$ cat config.mk
export PLATFORM = sky130hd
export DESIGN_NAME = zind_seq
export DESIGN_NICKNAME = d
export VERILOG_FILES = /design/src/rtl/zind_seq_pkg.sv /design/src/rtl/zind_step_add.sv /design/src/rtl/zind_seq.sv
export SDC_FILE = /design/constraint.sdc
export NUM_CORES = 1
export LEC_CHECK = 0
export ABC_AREA = 0
export ABC_CLOCK_PERIOD_IN_PS = 7300
export CORE_ASPECT_RATIO = 1.25
export CORE_MARGIN = 8
export CORE_UTILIZATION = 40
export DETAILED_ROUTE_END_ITERATION = 10
export PLACE_DENSITY = 0.63
export SYNTH_ARGS = -nofsm -noshare
export SYNTH_HDL_FRONTEND = slang
export SYNTH_SLANG_ARGS = --single-unit
$ cat constraint.sdc
create_clock -name clk -period 7.3 [get_ports clk]
set_input_delay 1.825 -clock clk [delete_from_list [all_inputs] [get_ports clk]]
set_output_delay 1.825 -clock clk [all_outputs]
set_load 0.01 [all_outputs]
$ cat src/rtl/zind_seq_pkg.sv
// Shared definitions for the z-index sequencer and its consumers:
// FSM state encoding and default index/step widths.
package zind_seq_pkg;

    localparam int ZIND_ZW = 6;
    localparam int ZIND_SW = 3;

    typedef enum logic [1:0] {
        ST_IDLE = 2'd0,
        ST_RUN  = 2'd1,
        ST_DONE = 2'd2
    } zind_state_t;

endpackage

$ cat src/rtl/zind_step_add.sv
// Combinational index + step adder with one extra carry bit so that
// the caller can detect a step past the top of the index range.
module zind_step_add #(
    parameter int ZW = 6,
    parameter int SW = 3
) (
    input  logic [ZW-1:0] z,
    input  logic [SW-1:0] step,
    output logic [ZW:0]   sum
);

    assign sum = {1'b0, z} + {{(ZW + 1 - SW){1'b0}}, step};

endmodule

$ cat src/rtl/zind_seq.sv
// Programmable start/end/step z-index sequencer with valid/ready output,
// last-of-pass flag, optional looping, stop and abort.
module zind_seq
    import zind_seq_pkg::*;
#(
    parameter int ZW = ZIND_ZW,
    parameter int SW = ZIND_SW
) (
    input  logic          clk,
    input  logic          rst_a,
    input  logic          start_i,
    input  logic [ZW-1:0] zstart_i,
    input  logic [ZW-1:0] zend_i,
    input  logic [SW-1:0] step_i,
    input  logic          loop_i,
    input  logic          stop_i,
    input  logic          abort_i,
    input  logic          ready_i,
    output logic          valid_o,
    output logic [ZW-1:0] zind_o,
    output logic          last_o,
    output logic          busy_o,
    output logic          done_o,
    output zind_state_t   dbg_state
);

    // Handshake: a transfer happens on a rising clk edge where valid_o and
    // ready_i are both 1. valid_o, zind_o and last_o never depend on ready_i
    // combinationally and stay stable until the transfer occurs.

    zind_state_t   state, state_nxt;
    logic [ZW-1:0] z;
    logic [ZW-1:0] zstart_q;
    logic [ZW-1:0] zend_q;
    logic [SW-1:0] step_q;
    logic          loop_q;
    logic [ZW:0]   nxt;
    logic          load;
    logic          advance;
    logic          rewind;
    logic          valid_q;
    logic          busy_q;
    logic          done_q;

    zind_step_add #(
        .ZW (ZW),
        .SW (SW)
    ) u_step_add (
        .z    (z),
        .step (step_q),
        .sum  (nxt)
    );

    // Compare in ZW+1 bits so a step past 2^ZW-1 ends the pass instead of wrapping.
    assign last_o = (state == ST_RUN) &&
                    ((nxt > {1'b0, zend_q}) || (zstart_q > zend_q));

    always_comb begin
        state_nxt = state;
        load      = 1'b0;
        advance   = 1'b0;
        rewind    = 1'b0;
        if (abort_i) begin
            state_nxt = ST_IDLE;
        end else begin
            case (state)
                ST_IDLE: begin
                    if (start_i) begin
                        state_nxt = ST_RUN;
                        load      = 1'b1;
                    end
                end
                ST_RUN: begin
                    if (ready_i) begin
                        if (!last_o) begin
                            advance = 1'b1;
                        end else if (loop_q && !stop_i) begin
                            rewind = 1'b1;
                        end else begin
                            state_nxt = ST_DONE;
                        end
                    end
                end
                ST_DONE: begin
                    state_nxt = ST_IDLE;
                end
                default: begin
                    state_nxt = ST_IDLE;
                end
            endcase
        end
    end

    always_ff @(posedge clk or negedge rst_a) begin
        if (!rst_a) begin
            state   <= ST_IDLE;
            valid_q <= 1'b0;
            busy_q  <= 1'b0;
            done_q  <= 1'b0;
        end else begin
            state   <= state_nxt;
            valid_q <= (state_nxt == ST_RUN);
            busy_q  <= (state_nxt != ST_IDLE);
            done_q  <= (state_nxt == ST_DONE);
        end
    end

    always_ff @(posedge clk or negedge rst_a) begin
        if (!rst_a) begin
            z        <= '0;
            zstart_q <= '0;
            zend_q   <= '0;
            step_q   <= '0;
            loop_q   <= 1'b0;
        end else if (load) begin
            z        <= zstart_i;
            zstart_q <= zstart_i;
            zend_q   <= zend_i;
            step_q   <= (step_i == '0) ? SW'(1) : step_i;
            loop_q   <= loop_i;
        end else if (advance) begin
            z <= nxt[ZW-1:0];
        end else if (rewind) begin
            z <= zstart_q;
        end
    end

    assign valid_o   = valid_q;
    assign busy_o    = busy_q;
    assign done_o    = done_q;
    assign zind_o    = z;
    assign dbg_state = state;

endmodule

# == Word-level counts from Yosys, hierarchy flattened ==
# Index checks and enable logic that the tools add are counted.
# totals
reg_bits,27
in_bits,22
output_inout_bits,12
elab_cells,45
# classes
add_sub_neg,1
magnitude_cmp,2
eq_ne,3
muxes,22
reduce_logical,8
# ops
op,count
$mux 6,3
$mux 1,12
$mux 2,5
$add 6x3->7,1
$gt 7x6->1,1
$gt 6x6->1,1
$eq 2x1->1 const B,2
$pmux 2 s2,1
$logic_not 3->1,1
$mux 3,1
$reduce_bool 3->1,1
$eq 2x2->1 const B,1
$logic_and 1x1->1,2
$logic_not 2->1,1
$reduce_bool 2->1,1
$logic_not 1->1,1
$logic_or 1x1->1,1

# == Depth between registers and ports, before layout ==
# logic_depth
word_depth,11
ltp_mapped,13
ltp_nobuf,12

# == Hierarchy ==
# Synthesis repeated with hierarchy kept, for this count alone.
# unflattened
hier_cells,174
hier_area_um2,1572.8
# modules_own_cells
module,instances,cells_each,area_each_um2,seq_area_each_um2
zind_seq,1,154,1408.9,675.6
zind_step_add,1,20,163.9,0.0

# == Least setup slack after synthesis ==
# OpenSTA, ideal clock, no wires.
# synth_path
path_type,register to output
start,"register z[0], in the netlist zind_o[0]"
end,output last_o
arrival_ns,2.466
t_required_ns,5.475
setup_slack_ns,3.009
path_stages_with_launch,12
n_path_buf,0
cell_sequence,dfrtp_1 -> ha_1 -> fa_1 -> a21o_1 -> nand2_1 -> xnor2_1 -> ha_1 -> nand3_1 -> a21oi_1 -> a211oi_2 -> o211a_4 -> nor3b_4
# synth_via
elab_chain_len,4
# synth_lines
item,line,text
"start, declared",zind_seq.sv:32,logic [ZW-1:0] z;
"start signal, assigned",zind_seq.sv:116,z <= zstart_i;
"start signal, assigned",zind_seq.sv:122,z <= nxt[ZW-1:0];
"start signal, assigned",zind_seq.sv:124,z <= zstart_q;
$add 6x3->7,zind_step_add.sv:12,"assign sum = {1'b0, z} + {{(ZW + 1 - SW){1'b0}}, step};"
$gt 7x6->1,zind_seq.sv:56,"((nxt > {1'b0, zend_q}) || (zstart_q > zend_q));"
$logic_or 1x1->1,zind_seq.sv:56,
$logic_and 1x1->1,zind_seq.sv:55,assign last_o = (state == ST_RUN) &&
"end, declared",zind_seq.sv:21,"output logic last_o,"
# No other way between the ends.

# == Final worst setup path ==
# Ends and elaborated chain as after synthesis.

==> results.cfg <==
[outcome]
status = finished, final reports clean

[cts]
postCtsSetupRepairBufs = 0
clock_path_buffers = 2
cts_tree = done
cts_resized = 0
clk_pin_slew_worst_paths_ns = 0.09
htreeDepth = 1
root_buffer = clkbuf_8
cts.sinks = 27
cts_buffers = 3
clock_latency_ns = 0.27
postCtsHoldBufs = 0

[synthesis]
async_flop_share_pct = 100
synth_ff_type = dfrtp_1
synth_nets = 210
avgSynthCellArea_um2 = 9.31
yosys_register_bits = 27
synth-edff-count = 0
yosys.area.top_type = dfrtp_1
ys_top_cells_by_area = dfrtp_1 42%, ha_1 12%, nand2_1 9.4%
yosysWarnings = 0
synthCells = 172
synth_cell_types = 32
synth_top_cell_area_share_pct = 42.2
syn-cell-area_mm2 = 0.00160
yosysSeqAreaShare_pct = 42.2

[place]
dp.cells = 257
io_buffer_count = 33
dpl_cell_area_mm2 = 0.00200
dp_hpwl_um = 3090
globalplace.congestion = 0.896

[sta]
slew_violations = 0
hold_viol = 0
finalSetupViolCount = 0
rsz0062_at_grt = false
fin_setup_tns_ns = 0
finalClockSkew_ns = 0.00394
worstMarginPinSlew_ns = 0.746
period_share_pct = 72.6
period_needed_ns = 5.30
max_slew_margin_pct = 50.1
fmax_ghz = 0.189

[die]
die_area_mm2 = 0.00630
row_count = 25
die_y_um = 86.7
coreArea_mm2 = 0.00382
start_util_pct = 42.0
die_w_um = 72.6
num_io_pins = 34

[critical_path]
r2r_slack_ns = 4.32
crit_type = reg -> out
rr_endpoint = zind_o[0]
r2r-start = zind_o[0]
cp-end-kind = output pin
r2r_cells = 12
crit_path_start_kind = flip-flop
worst-path-max-fanout = 14
required_ns = 5.48
arrival_ns = 3.47

[global_route]
grt_max_degree = 28
antenna_found_initial = 0
grt_pass1_vias = 1446
track_usage_pct = 13.4
grt.overflow.total = 0
grt_pass1_wl_um = 6750

[detailed_routing]
avgRoutedWirePerCell_um = 14.8
drt_iter0_markers = 82
wirelength_um = 3870
ant_nets = 0
vias = 1356
vias_per_cell = 5.20
firstDrtPassIters = 6
drc_errors = 0

[finish]
diodes = 0
layout-drive-gt1-share_pct = 6.76
syn_to_final_growth_pct = 27.8
design_area_mm2 = 0.00205
nets = 246
layoutNonFillerInstCount = 261

[pwr]
ir_drop_mv = 0.164
total_power_mw = 0.704
p_leak_nw = 0.970
p_per_area_mw_per_mm2 = 344

[min_path]
holdCritStartpoint = step_q[2]
worstHoldEndpoint = step_q[2]
holdPathStages = 2
min_path_type = reg -> reg

[run]
maxCapViolCount = 0
## placed cells by master (no fill, tap or decap), types with 3 or more instances in the layout
master,netlist,final
inv_1,11,11
clkdlybuf4s50_1,0,33
nand3_1,3,3
nand2_1,40,40
o22a_1,3,3
o22ai_1,7,7
ha_1,15,15
a21oi_1,5,5
clkbuf_8,0,3
and3_1,5,5
o221a_2,3,3
nor2_1,10,10
a21o_1,3,3
dfrtp_1,27,27
o21ai_0,11,11
## how the worst max path moves through the flow
stage               slack [ns]  cells past startpoint      to       from
global placement          2.40                     12  last_o  zind_o[0]
global route              1.74                     12  last_o  zind_o[1]
CTS                       2.00                     12  last_o  zind_o[0]
detailed placement        2.34                     12  last_o  zind_o[0]
finish                    2.00                     12  last_o  zind_o[0]
floorplan                 3.01                     11  last_o  zind_o[0]
## cell type report
cell class | count | area (um^2)
Multi-Input combinational cell | 130 | 871
Clock inverter | 1 | 5.00
Timing Repair Buffer | 35 | 345
Inverter | 11 | 41.3
Sequential cell | 27 | 676
Tap cell | 54 | 67.6
Clock buffer | 3 | 41.3
Fill cell | 382 | 1770
## where the power goes
part,internal (mW),switching [mW],leakage [nW],total [mW]
clock network,0.0383,0.0464,0.0255,0.0846
registers,0.187,0.0341,0.334,0.221
logic,0.200,0.198,0.610,0.399
total,0.426,0.279,0.970,0.704
## Yosys cell counts (3+ instances only)
| master | count |
|---|---|
| o22a_1 | 3 |
| and3_1 | 5 |
| o221a_2 | 3 |
| a21o_1 | 3 |
| a21oi_1 | 5 |
| nor2_1 | 10 |
| dfrtp_1 | 27 |
| nand2_1 | 40 |
| o22ai_1 | 7 |
| ha_1 | 15 |
| o21ai_0 | 11 |
| clkbuf_1 | 3 |
| nand3_1 | 3 |
| inv_1 | 11 |
## metal layers
metal	up-vias	wire (um)	GRT usage [%]
met4	0	36	3.28
met5	-	0	0
li1	676	-	-
met1	647	1690	15.9
met2	29	1900	22.9
met3	4	240	3.81
## metrics by stage
stage	hold slack [ns]	utilization [%]	setup slack (ns)
floorplan	0.447	-	3.01
CTS	0.501	53.6	2.00
global route	0.523	53.6	1.74
finish	0.493	53.6	2.00
detailed placement	0.479	52.4	2.34
global placement	0.470	52.4	2.40
## critical path: stages, from the launching register on
cell             delay, ns
dfrtp_1               0.41
ha_1                  0.23
fa_1                  0.41
a21o_1                0.19
nand2_1               0.08
xnor2_1               0.08
ha_1                  0.30
nand3_1               0.09
a21oi_1               0.18
a211oi_2              0.07
o211a_4               0.32
nor3b_4               0.25
clkdlybuf4s50_1       0.58
## cell families after synthesis
group	after synthesis	synth area share [%]
AND/OR/NAND/NOR	68	20.0
AO/OA/AOI/OAI	42	18.7
flip-flops	27	42.2
adder cells (fa/ha/maj)	16	13.0
buffers and inverters	15	3.98
XOR/XNOR	4	2.19
## registers in the layout, summed over array words and instances, names as in the netlist
signal / count
loop_q: 1
busy_o: 1
zind_o: 6
zstart_q: 6
valid_o: 1
zend_q: 6
dbg_state: 2
done_o: 1
step_q: 3
Note: power is estimated with default switching activity, not from simulation.
